===== src/rtl/stream_downsizer.sv =====
// Splits each wide word into 1..RATIO narrow beats, LSB slice first, flagging the last beat; 1-cycle accept-to-beat0 latency.
// Backpressure: beat held stable while out_ready_i is low; in_ready_o in SEND follows out_ready_i on the last beat so words chain without bubbles.
module stream_downsizer #(
    parameter int WIDE_WIDTH = 64,
    parameter int RATIO      = 4
) (
    input  logic                               clk_i,
    input  logic                               rst_i,
    input  logic                               clr_i,
    input  logic [WIDE_WIDTH-1:0]              in_data_i,
    input  logic [$clog2(RATIO)-1:0]           in_len_i,
    input  logic                               in_valid_i,
    output logic                               in_ready_o,
    output logic [WIDE_WIDTH/RATIO-1:0]        out_data_o,
    output logic                               out_last_o,
    output logic                               out_valid_o,
    input  logic                               out_ready_i,
    output logic                               busy_o
);
    localparam int NARROW_WIDTH = WIDE_WIDTH / RATIO;
    localparam int LEN_WIDTH    = $clog2(RATIO);

    typedef enum logic {IDLE, SEND} state_t;

    state_t                  state_q, state_d;
    logic [WIDE_WIDTH-1:0]   word_q, word_d;
    logic [LEN_WIDTH-1:0]    len_q, len_d;
    logic [LEN_WIDTH-1:0]    idx_q, idx_d;
    logic                    send;
    logic                    in_hs;
    logic                    out_hs;

    always_comb begin
        send        = (state_q == SEND);
        out_valid_o = send;
        busy_o      = send;
        out_last_o  = send && (idx_q == len_q);
        in_ready_o  = !rst_i && !clr_i && (!send || (out_last_o && out_ready_i));
        in_hs       = in_valid_i && in_ready_o;
        out_hs      = out_valid_o && out_ready_i;
    end

    // Beat mux straight from the held word; not gated by valid.
    always_comb begin
        out_data_o = word_q[NARROW_WIDTH-1:0];
        for (int k = 0; k < RATIO; k++) begin
            if (idx_q == LEN_WIDTH'(k)) begin
                out_data_o = word_q[k*NARROW_WIDTH +: NARROW_WIDTH];
            end
        end
    end

    always_comb begin
        state_d = state_q;
        word_d  = word_q;
        len_d   = len_q;
        idx_d   = idx_q;
        if (clr_i) begin
            state_d = IDLE;
            idx_d   = '0;
        end else begin
            if (out_hs) begin
                if (out_last_o) begin
                    state_d = IDLE;
                end else begin
                    idx_d = idx_q + LEN_WIDTH'(1);
                end
            end
            // A load on the last-beat handshake overrides the drop to IDLE.
            if (in_hs) begin
                word_d  = in_data_i;
                len_d   = in_len_i;
                idx_d   = '0;
                state_d = SEND;
            end
        end
    end

    always_ff @(posedge clk_i) begin
        if (rst_i) begin
            state_q <= IDLE;
            word_q  <= '0;
            len_q   <= '0;
            idx_q   <= '0;
        end else begin
            state_q <= state_d;
            word_q  <= word_d;
            len_q   <= len_d;
            idx_q   <= idx_d;
        end
    end
endmodule


===== config.mk =====
export PLATFORM = sky130hd
export DESIGN_NAME = stream_downsizer
export DESIGN_NICKNAME = d
export VERILOG_FILES = /design/src/rtl/stream_downsizer.sv
export SDC_FILE = /design/constraint.sdc
export NUM_CORES = 1
export LEC_CHECK = 0
export CAP_MARGIN = 10
export CORE_MARGIN = 3
export CORE_UTILIZATION = 53
export DETAILED_ROUTE_END_ITERATION = 8
export HOLD_SLACK_MARGIN = 0.12
export PLACE_DENSITY = 0.81
export RECOVER_POWER = 100
export SYNTH_ARGS = -nofsm -noshare
export SYNTH_HDL_FRONTEND = slang
export SYNTH_SLANG_ARGS = --single-unit

===== constraint.sdc =====
create_clock -name clk_i -period 3.7 [get_ports clk_i]
set_clock_uncertainty 0.1 [all_clocks]
set_input_delay 0.74 -clock clk_i [delete_from_list [all_inputs] [get_ports clk_i]]
set_output_delay 0.74 -clock clk_i [all_outputs]
set_load 0.01 [all_outputs]

After elaboration in Yosys (flattened, before gate mapping)
Cells that the tools add are included.

cells by class
  $add $sub $neg = 1
  equal/unequal tests = 4
  mux-type cells = 6
  bitwise logic cells = 2
  reductions and logical operators = 17

operators by type and width
  operator                                       number
  2-to-1 mux 16 bit                              3
  logical AND 1 bit                              6
  AND reduction 2 bit                            3
  == test 2 bit, second input constant           2
  nonzero test 2 bit                             2
  logical NOT 1 bit                              3
  2-to-1 mux 1 bit                               3
  OR reduction 3 bit                             1
  adder 2 x 1 -> 2 bit, second input constant    1
  == test 2 x 1 -> 1 bit, second input constant  1
  == test 2 bit                                  1
  inverter 1 bit                                 2
  OR reduction 2 bit                             1
  logical OR 1 bit                               1

storage, ports and cells
  flip-flop bits (word level) = 69
  input bits = 71
  output and inout bits = 20
  word-level logic and storage cells = 34

Logic depth before layout (Yosys ltp)
Gate-level depths: netlist (run 1).

  word-level depth = 8
  mapped depth = 8
  depth with buffers taken out = 6

Worst setup path before layout (run 1)
OpenSTA, ideal clock, no wires.

  kind = flip-flop to output port
  start point = reg idx_q[0]
  end point = out out_data_o[10]
  arrival time = 1.567 ns
  required time = 2.860 ns
  setup slack = 1.293 ns
  cell stages (with the launch flop) = 8
  buffers on the path = 2
  cells stage by stage = dfxtp_1 ha_1 buf_2 buf_2 mux2i_1 nor2_1 a21oi_1 o21ai_0

between the ends
  word-level cells in the longest chain between the ends = 4
  elaborated cells on any way between the ends = 6

RTL lines
  what                            RTL line  source
  start: declaration              28        logic [LEN_WIDTH-1:0] idx_q, idx_d;
  start signal: assignment        89        idx_q <= idx_d;
  == test 2 x 1 -> 1 bit          47        if (idx_q == LEN_WIDTH'(k)) begin
  2-to-1 mux 16 bit (2 in a row)  47
  2-to-1 mux 16 bit *             47
  end: declaration                14        output logic [WIDE_WIDTH/RATIO-1:0] out_data_o,

Mark *: on every way between the ends. The rest lies on a longest branch, timed or not.

Final worst setup path (run 1)
  start point = reg idx_q[0]
  end point = out out_data_o[14]

Same word-level chain as after synthesis.

==> impl_metrics.ini, run 1 <==
[synth]
ys_async_sr_fraction_pct = 0
yosys-top-cells-area = dfxtp_1, nand2b_1, mux2i_1, a21oi_1, o21ai_0
synth_edf_count = 0
yosysMostFrequentCell = nand2b_1
synth_mux_area_share_pct = 22.6
netlist-cell-type-count = 22
synth-xor-area-share_pct = 1.14
synthesis.instances = 400
yosys.area_share.simple_pct = 26.9
synthTopCellsByCount = nand2b_1, mux2i_1, dfxtp_1, clkbuf_1, nor2_1
syn_area_per_cell_um2 = 9.08
netlist.area_leader.share_pct = 38.0
synth_ff_type = dfxtp_1
syn_nets = 474
synth_area_leader_cell = dfxtp_1
synth_warnings = 0
synth_top_family_by_area = simple AND/OR/NAND/NOR gates
synth_fa_ha_area_share_pct = 1.03
synth-compound-area-share_pct = 5.61
synth-seq-cells = 69
synthesis.area_um2 = 3630
synth_seq_area_share_pct = 38.0

[power_and_ir_drop]
power_switching_mw = 0.389
intPower_mw = 1.30
p_clk_share_pct = 37.7
power_frac_seq_pct = 47.4
power_mw = 1.69
switching_share_pct = 23.0
comb_power_share_pct = 14.9
power.static_leakage_nw = 1.77
powerDensity_nw_per_um2 = 357
vdd_drop_max_uv = 225

[floorplanning]
die_w_um = 88.8
ios = 91
die_area_um2 = 7880
rows = 29
coreArea_um2 = 6490
initial_core_util_pct = 55.9
die_h_um = 88.8

[worst_setup_path]
slowest_stage = dlygate4sd3_1
critPathLaunchType = flip-flop
rrSetupSlack_ns = 1.61
endpoint_kind = output port
worstPathCellList = ha_1, buf_4, mux2i_1, nor2_1, a21oi_1, o21ai_0, dlygate4sd3_1
reg2reg_to = word_q[6]
required_ns = 2.86
ff2ff_path_depth = 5
cp_max_fo = 16
cp.arrival_ns = 2.48
worstSetupPathType = reg -> out
critPathMaxStageDelay_ns = 0.61
path_delay_family = buffers and inverters
reg2reg_from = idx_q[0]
worstPathBufferInverterCount = 2

[clock_network]
cts_resized = 0
cts_setup_buffers = 0
clk_pin_slew_ns = 0.07
cts_root_buf = clkbuf_8
clk_latency_ns = 0.33
cts.sinks = 69
numCtsBuffers = 9
hold_buffers = 0
cts_buffer_depth = 2
cts_tree = built
htreeDepth = 3

[sta]
fin_crit_sh_pct = 89.8
max_freq_mhz = 301
final.min_clock_period_ns = 3.32
finalHoldViolations = 0
timing.final.ws_setup_ns = 0.378
fin_tns_setup_ns = 0
tightest_slew_ns = 1.69
slew_headroom_pct = -12.9
holdWs_ns = 0.370
slew_violations = 134
setup_viol = 0
grt_setup_unrepaired = no

[hold_path]
hold_path.class = reg -> reg
min-delay-start = word_q[17]
worstHoldEndpoint = word_q[17]
hold_path_depth = 2

[drt]
num_vias = 2824
routedWlPerCell_um = 14.0
routed_wl_mm = 7.80
routed_via_density = 5.06
dr.pass1.iters = 4
drtIter0Drc = 82
antenna_left = 0
drc = 0

[global_route]
overflow = 0
grt_pass1_vias = 2675
grt_max_degree = 134
antenna_found_initial = 0
grt_pass1_wl_mm = 12.5
grt_usage_pct = 20.5

[flow_run]
drv_cap = 1

[cells_and_area]
utilization_pct = 73.0
area_growth_pct = 30.5
diodes = 0
finalInstanceArea_um2 = 4740
layout-drive-gt1-share_pct = 4.57
fin_nets = 550
finalNonFillerCells = 558

[placement]
portBuffers = 90
routabilityCongestion = 0.808
place_area_um2 = 4540
hpwlAfterDp_mm = 5.21
pre_cts_ws_ns = 0.794
dp.cells = 542

[run_status]
status = finished, violations left
violations = capacitance limit, slew limit
-- worst max-delay path by stage --
stage           startpoint             end  slack, ns  depth (start not counted)
2_1_floorplan     idx_q[0]  out_data_o[10]       1.29                          7
3_3_place_gp   out_ready_i      in_ready_o       0.80                          4
3_5_place_dp   out_ready_i      in_ready_o       0.79                          4
4_1_cts           idx_q[0]  out_data_o[10]       0.40                          7
5_1_grt           idx_q[0]   out_data_o[2]       0.18                          7
6_report          idx_q[0]  out_data_o[14]       0.38                          7
-- layout by cell type, fill, tap and decap left out, types with 2 or more instances in the layout --
cell,n
dfxtp_1,69
a21oi_1,17
clkbuf_8,12
mux2i_1,82
clkbuf_1,2
ha_1,3
nor2_1,19
clkdlybuf4s50_1,71
inv_1,4
buf_4,2
dlygate4sd3_1,18
xnor2_1,2
nand2b_1,132
buf_12,2
o21ai_0,17
nand2_1,17
-- routing by layer --
layer  vias to the layer above  global-route usage, %  share of wire [%]
met5                         -                      0                  0
met4                         0                   5.08               0.56
met3                         4                   6.52                4.2
met2                        63                   31.3                 46
met1                      1291                   28.2                 50
li1                       1466                      -                  -
-- power groups by stage --
stage	Combinational (mW)	Clock (mW)	Sequential [mW]
global placement	0.252	0	0.817
detailed placement	0.256	0	0.818
global route	0.275	0.689	0.806
finish	0.253	0.637	0.802
floorplan	0.139	0	0.813
CTS	0.258	0.652	0.802
-- sequential cells by signal, indices dropped and copies added (netlist names) --
register / count
busy_o: 1
idx_q: 2
len_q: 2
word_q: 64
-- cell families after synthesis --
| logic type | after synthesis |
|---|---|
| XOR/XNOR | 3 |
| AND/OR/NAND/NOR | 171 |
| flip-flops | 69 |
| adder cells (fa/ha/maj) | 3 |
| AO/OA/AOI/OAI | 38 |
| buffers and inverters | 34 |
| multiplexers | 82 |
-- worst reg2reg max path, delay by kind of cell, from the launching register on --
family	cells	cell delay, ns
AOI/OAI and AO/OA	1	0.30
xor gates and xnor gates	1	0.34
buffers and inverters	1	0.40
DFF	1	0.37
muxes	1	0.32
and+or+nand+nor	1	0.19
-- final cells by class --
cell class	instances	area, um2
fill	513	1760
inverter	4	15.0
sequential	69	1380
timing repair buffer	95	955
multi-input combinational	297	2080
clock buffer	13	169
clock inverter	3	42.5
tap	77	96.3
Note: power is estimated with default switching activity, not from simulation.
==> run 2: changes to the inputs <==
--- a/config.mk
+++ b/config.mk
@@ -6,12 +6,12 @@
 export NUM_CORES = 1
 export LEC_CHECK = 0
 export CAP_MARGIN = 10
-export CORE_MARGIN = 3
-export CORE_UTILIZATION = 53
+export CORE_UTILIZATION = 45
 export DETAILED_ROUTE_END_ITERATION = 8
 export HOLD_SLACK_MARGIN = 0.12
-export PLACE_DENSITY = 0.81
+export PLACE_DENSITY = 0.7
 export RECOVER_POWER = 100
+export REMOVE_ABC_BUFFERS = 1
 export SYNTH_ARGS = -nofsm -noshare
 export SYNTH_HDL_FRONTEND = slang
 export SYNTH_SLANG_ARGS = --single-unit
==> run 2 against run 1 <==
Net effect:
- the run still ends with capacitance limit, slew limit left
- sequential cell count unchanged
- power is 6.9% lower
- routed wire length shrank 8.3%
- critical path depth decreased by 1
- design area down 0.26%
- hold slack gained 0.0063 ns
- register-to-register slack worse by 0.97 ns
- clock power decreased by 17%
- clock-buffer cell count down 4
- final cell count up 4.8%
- utilization is 12 points lower
- largest power group unchanged
- via count down 1.5%
- critical endpoint is now out_data_o[6]
==> impl_metrics.ini, run 2 (synthesis gave the netlist of run 1 again) <==
[global_route]
overflow = 0
grt_pass1_vias = 2627
grt_max_degree = 74
grt_pass1_wl_mm = 11.9
antenna_found_initial = 0
grt_usage_pct = 17.9

[floorplanning]
initial_core_util_pct = 46.8
rows = 32
ios = 91
die_area_um2 = 8430
die_w_um = 91.8
coreArea_um2 = 7770
die_h_um = 91.8

[power_and_ir_drop]
power_switching_mw = 0.400
powerDensity_nw_per_um2 = 333
vdd_drop_max_uv = 185
power.static_leakage_nw = 1.76
p_clk_share_pct = 33.4
intPower_mw = 1.18
switching_share_pct = 25.4
comb_power_share_pct = 15.7
power_frac_seq_pct = 50.8

[worst_setup_path]
endpoint_kind = output port
worstSetupPathType = reg -> out
cp.arrival_ns = 2.54
cp_max_fo = 16
ff2ff_path_depth = 5
critPathLaunchType = flip-flop
required_ns = 2.86

[hold_path]
hold_path.class = reg -> reg
hold_path_depth = 2

[cells_and_area]
nFillCells = 666
reg_top3 = word_q (64), idx_q (2), len_q (2)
diodes = 0
final_cell_mix = nand2b_1, mux2i_1, dfxtp_1
layout-drive-gt1-share_pct = 5.80
ff_latch_area_um2 = 1380
fin_nets = 552
largest_reg_flops = 64
finalNonFillerCells = 585
top_register = word_q
area_growth_pct = 30.1
layout_commonest_cell = nand2b_1
multi_input_area_um2 = 2090

[clock_network]
cts_tree = built
cts_resized = 0
hold_buffers = 0
cts_setup_buffers = 0
numCtsBuffers = 9
cts_buffer_depth = 2
clk_pin_slew_ns = 0.08
cts_root_buf = clkbuf_8
htreeDepth = 3
cts.sinks = 69
clk_latency_ns = 0.33

[drt]
routed_wl_mm = 7.15
routedWlPerCell_um = 12.2
dr.pass1.iters = 4
drc = 0
routed_via_density = 4.76
num_vias = 2782
drtIter0Drc = 68
antenna_left = 0

[sta]
slew_headroom_pct = -30.0
grt_setup_unrepaired = no
fin_crit_sh_pct = 91.3
slew_violations = 67
finalHoldViolations = 0
fin_tns_setup_ns = 0
tightest_slew_ns = 1.95
max_freq_mhz = 296
timing.final.ws_setup_ns = 0.322
final.min_clock_period_ns = 3.38
setup_viol = 0

[run_status]
violations = capacitance limit, slew limit
status = finished, violations left

[flow_run]
drv_cap = 1

[placement]
hpwlAfterDp_mm = 4.72
portBuffers = 90
dp.cells = 569
pre_cts_ws_ns = 0.407
routabilityCongestion = 0.702
-- run 2: cell count changes in the layout (fill, tap and decap cells not counted), sizes merged --
cell,before,now
bufinv,1,0
clkdlybuf4s50,71,68
clkbuf,15,9
buf,4,8
clkinvlp,1,3
dlygate4sd3,18,21
clkinv,1,4
-- run 2: critical path, stage by stage, from the launching register on --
cell and delay, ns:
dfxtp_1 0.47, ha_2 0.60, mux2i_1 0.25, nor2_1 0.05
a21oi_1 0.11, o21ai_0 0.10, dlygate4sd3_1 0.61
-- run 2: power by group through the flow --
stage,registers (mW),clock network [mW],logic [mW]
after floorplan,0.814,0,0.133
after global placement,0.817,0,0.250
after detailed placement,0.818,0,0.252
after CTS,0.801,0.547,0.254
after global routing,0.806,0.582,0.271
final,0.801,0.527,0.248
-- run 2: layout make-up --
class	count	share of cell area [%]
Multi-Input combinational cell	297	44.2
Sequential cell	69	29.2
Timing Repair Buffer	97	20.0
Tap cell	102	2.70
Clock buffer	9	2.62
Clock inverter	7	0.900
Inverter	4	0.318
-- run 2: stage by stage --
| step | hold slack [ns] | util, % | cell area (um2) | power, mW |
|---|---|---|---|---|
| floorplan | 0.347 | - | 3480 | 0.946 |
| global placement | 0.359 | 58.9 | 4570 | 1.07 |
| detailed placement | 0.361 | 58.9 | 4570 | 1.07 |
| CTS | 0.378 | 61.0 | 4740 | 1.60 |
| global route | 0.391 | 60.9 | 4730 | 1.66 |
| finish | 0.377 | 60.9 | 4730 | 1.58 |
-- run 2: worst paths after layout --
| check | start | endpoint | slack, ns |
|---|---|---|---|
| max | idx_q[0] | out_data_o[6] | 0.32 |
| min | word_q[53] | word_q[53] | 0.38 |
| max reg2reg | idx_q[0] | word_q[63] | 0.64 |
| min reg2reg | word_q[53] | word_q[53] | 0.38 |
-- run 2: metal layers --
metal | GRT usage [%] | vias to the layer above | wire length (um) | part of all wire (%)
met5 | 0 | - | 0 | 0
li1 | - | 1459 | - | -
met1 | 22.3 | 1245 | 3510 | 49
met2 | 29.4 | 71 | 3250 | 45
met3 | 5.06 | 7 | 354 | 4.9
met4 | 6.25 | 0 | 47 | 0.66
==> run 3: changes to the inputs <==
--- a/config.mk
+++ b/config.mk
@@ -11,7 +11,7 @@
 export HOLD_SLACK_MARGIN = 0.12
 export PLACE_DENSITY = 0.7
 export RECOVER_POWER = 100
-export REMOVE_ABC_BUFFERS = 1
+export SLEW_MARGIN = 40
 export SYNTH_ARGS = -nofsm -noshare
 export SYNTH_HDL_FRONTEND = slang
 export SYNTH_SLANG_ARGS = --single-unit
==> run 3 against run 2 <==
Net effect:
- the run now ends clean
- sequential cell count unchanged
- critical endpoint is now out_data_o[0]
- die area unchanged
- first-iteration DRC count increased by 50%
- power decreased by 1.5%
==> impl_metrics.ini, run 3 (synthesis gave the netlist of run 1 again) <==
[cells_and_area]
finalInstanceArea_um2 = 4720
fin_nets = 551
finalNonFillerCells = 582
largest_reg_flops = 64
reg_top3 = word_q (64), idx_q (2), len_q (2)
layout-drive-gt1-share_pct = 4.38
diodes = 0
layout_commonest_cell = nand2b_1
area_growth_pct = 29.9
final_cell_mix = nand2b_1, mux2i_1, clkdlybuf4s50_1
top_register = word_q

[sta]
grt_setup_unrepaired = no
tightest_slew_ns = 1.21
slew_violations = 0
setup_viol = 0
fin_crit_sh_pct = 88.9
final.min_clock_period_ns = 3.29
max_freq_mhz = 304
holdWs_ns = 0.373
finalHoldViolations = 0
slew_headroom_pct = 19.5
fin_tns_setup_ns = 0

[hold_path]
worstHoldEndpoint = word_q[25]
hold_path.class = reg -> reg
hold_path_depth = 2
min-delay-start = word_q[25]

[floorplanning]
coreArea_um2 = 7770
rows = 32
die_w_um = 91.8
initial_core_util_pct = 46.8
die_area_um2 = 8430
die_h_um = 91.8
ios = 91

[worst_setup_path]
endpoint_kind = output port
worstPathBufferInverterCount = 2
cp.arrival_ns = 2.45
reg2reg_from = idx_q[0]
reg2reg_to = word_q[19]
worstSetupPathType = reg -> out
path_delay_family = buffers and inverters
crit_cells = 7
slowest_stage = dlygate4sd3_1
worstPathCellList = ha_1, buf_4, mux2i_1, nor2_1, a21oi_1, o21ai_0, dlygate4sd3_1
critPathMaxStageDelay_ns = 0.62
ff2ff_path_depth = 5
setup.worst_path.start = idx_q[0]
rrSetupSlack_ns = 1.07
critPathLaunchType = flip-flop
cp_max_fo = 16
required_ns = 2.86

[drt]
drc = 0
routed_via_density = 4.75
routed_wl_mm = 7.65
routedWlPerCell_um = 13.1
dr.pass1.iters = 4
antenna_left = 0
drtIter0Drc = 102
num_vias = 2762

[power_and_ir_drop]
power.static_leakage_nw = 1.75
p_clk_share_pct = 32.1
comb_power_share_pct = 16.2
intPower_mw = 1.17
power_frac_seq_pct = 51.7
power_mw = 1.55
switching_share_pct = 24.6
power_switching_mw = 0.382
vdd_drop_max_uv = 168
powerDensity_nw_per_um2 = 329

[global_route]
antenna_found_initial = 0
grt_pass1_wl_mm = 12.8
grt_pass1_vias = 2734
overflow = 0
grt_usage_pct = 19.2
grt_max_degree = 79

[clock_network]
cts_tree = built
numCtsBuffers = 9
clk_pin_slew_ns = 0.07
hold_buffers = 0
cts_resized = 0
cts_buffer_depth = 2
cts.sinks = 69
cts_setup_buffers = 0
clk_latency_ns = 0.34
cts_root_buf = clkbuf_8
htreeDepth = 3

[run_status]
status = complete, no violations

[placement]
hpwlAfterDp_mm = 5.26
dp.cells = 568
routabilityCongestion = 0.714
place_area_um2 = 4590
portBuffers = 90

[flow_run]
drv_cap = 0
## run 3: cell types whose count changed in the layout (fill, tap and decap cells not counted), sizes merged
cell | previous run | this run
buf | 8 | 6
clkbuf | 9 | 12
clkdlybuf4s50 | 68 | 70
clkinv | 4 | 3
clkinvlp | 3 | 0
dlygate4sd3 | 21 | 19
## run 3: metrics by stage
stage | setup WS, ns | util, %
2_1_floorplan | 1.29 | -
3_3_place_gp | 0.800 | 58.8
3_5_place_dp | 0.795 | 59.1
4_1_cts | 0.436 | 61.0
5_1_grt | 0.250 | 60.7
6_report | 0.411 | 60.7
## run 3: worst max path at each step
stage	end	slack (ns)
after global routing	out_data_o[4]	0.25
after global placement	in_ready_o	0.80
after floorplan	out_data_o[10]	1.29
after CTS	out_data_o[13]	0.44
after detailed placement	in_ready_o	0.79
final	out_data_o[0]	0.41
## run 3: layout make-up
cell class              instances  area, um2
fillers                       705       3050
multi-input cells             297       2080
flip-flops and latches         69       1380
repair buffers                 96        966
clock buffers                  11        131
well taps                     102        128
clock inverters                 3       15.0
inverters                       4       15.0
## run 3: tightest hold or removal path: stages (launching register included)
cell,delay [ns]
dfxtp_1,0.31
nand2b_1,0.06
mux2i_1,0.06
## run 3: layer usage
layer	GRT usage [%]	vias to the layer above	wire length, um
met5	0	-	0
met4	7.81	0	88
met3	3.57	9	306
met2	27.7	59	3270
met1	27.9	1236	3990
li1	-	1458	-
## run 3: power by group through the flow
| stage | registers (mW) | logic (mW) | clock network [mW] |
|---|---|---|---|
| final | 0.802 | 0.252 | 0.498 |
| after global routing | 0.807 | 0.275 | 0.551 |
| after CTS | 0.802 | 0.260 | 0.515 |
| after detailed placement | 0.819 | 0.258 | 0 |
| after global placement | 0.818 | 0.254 | 0 |
| after floorplan | 0.813 | 0.139 | 0 |
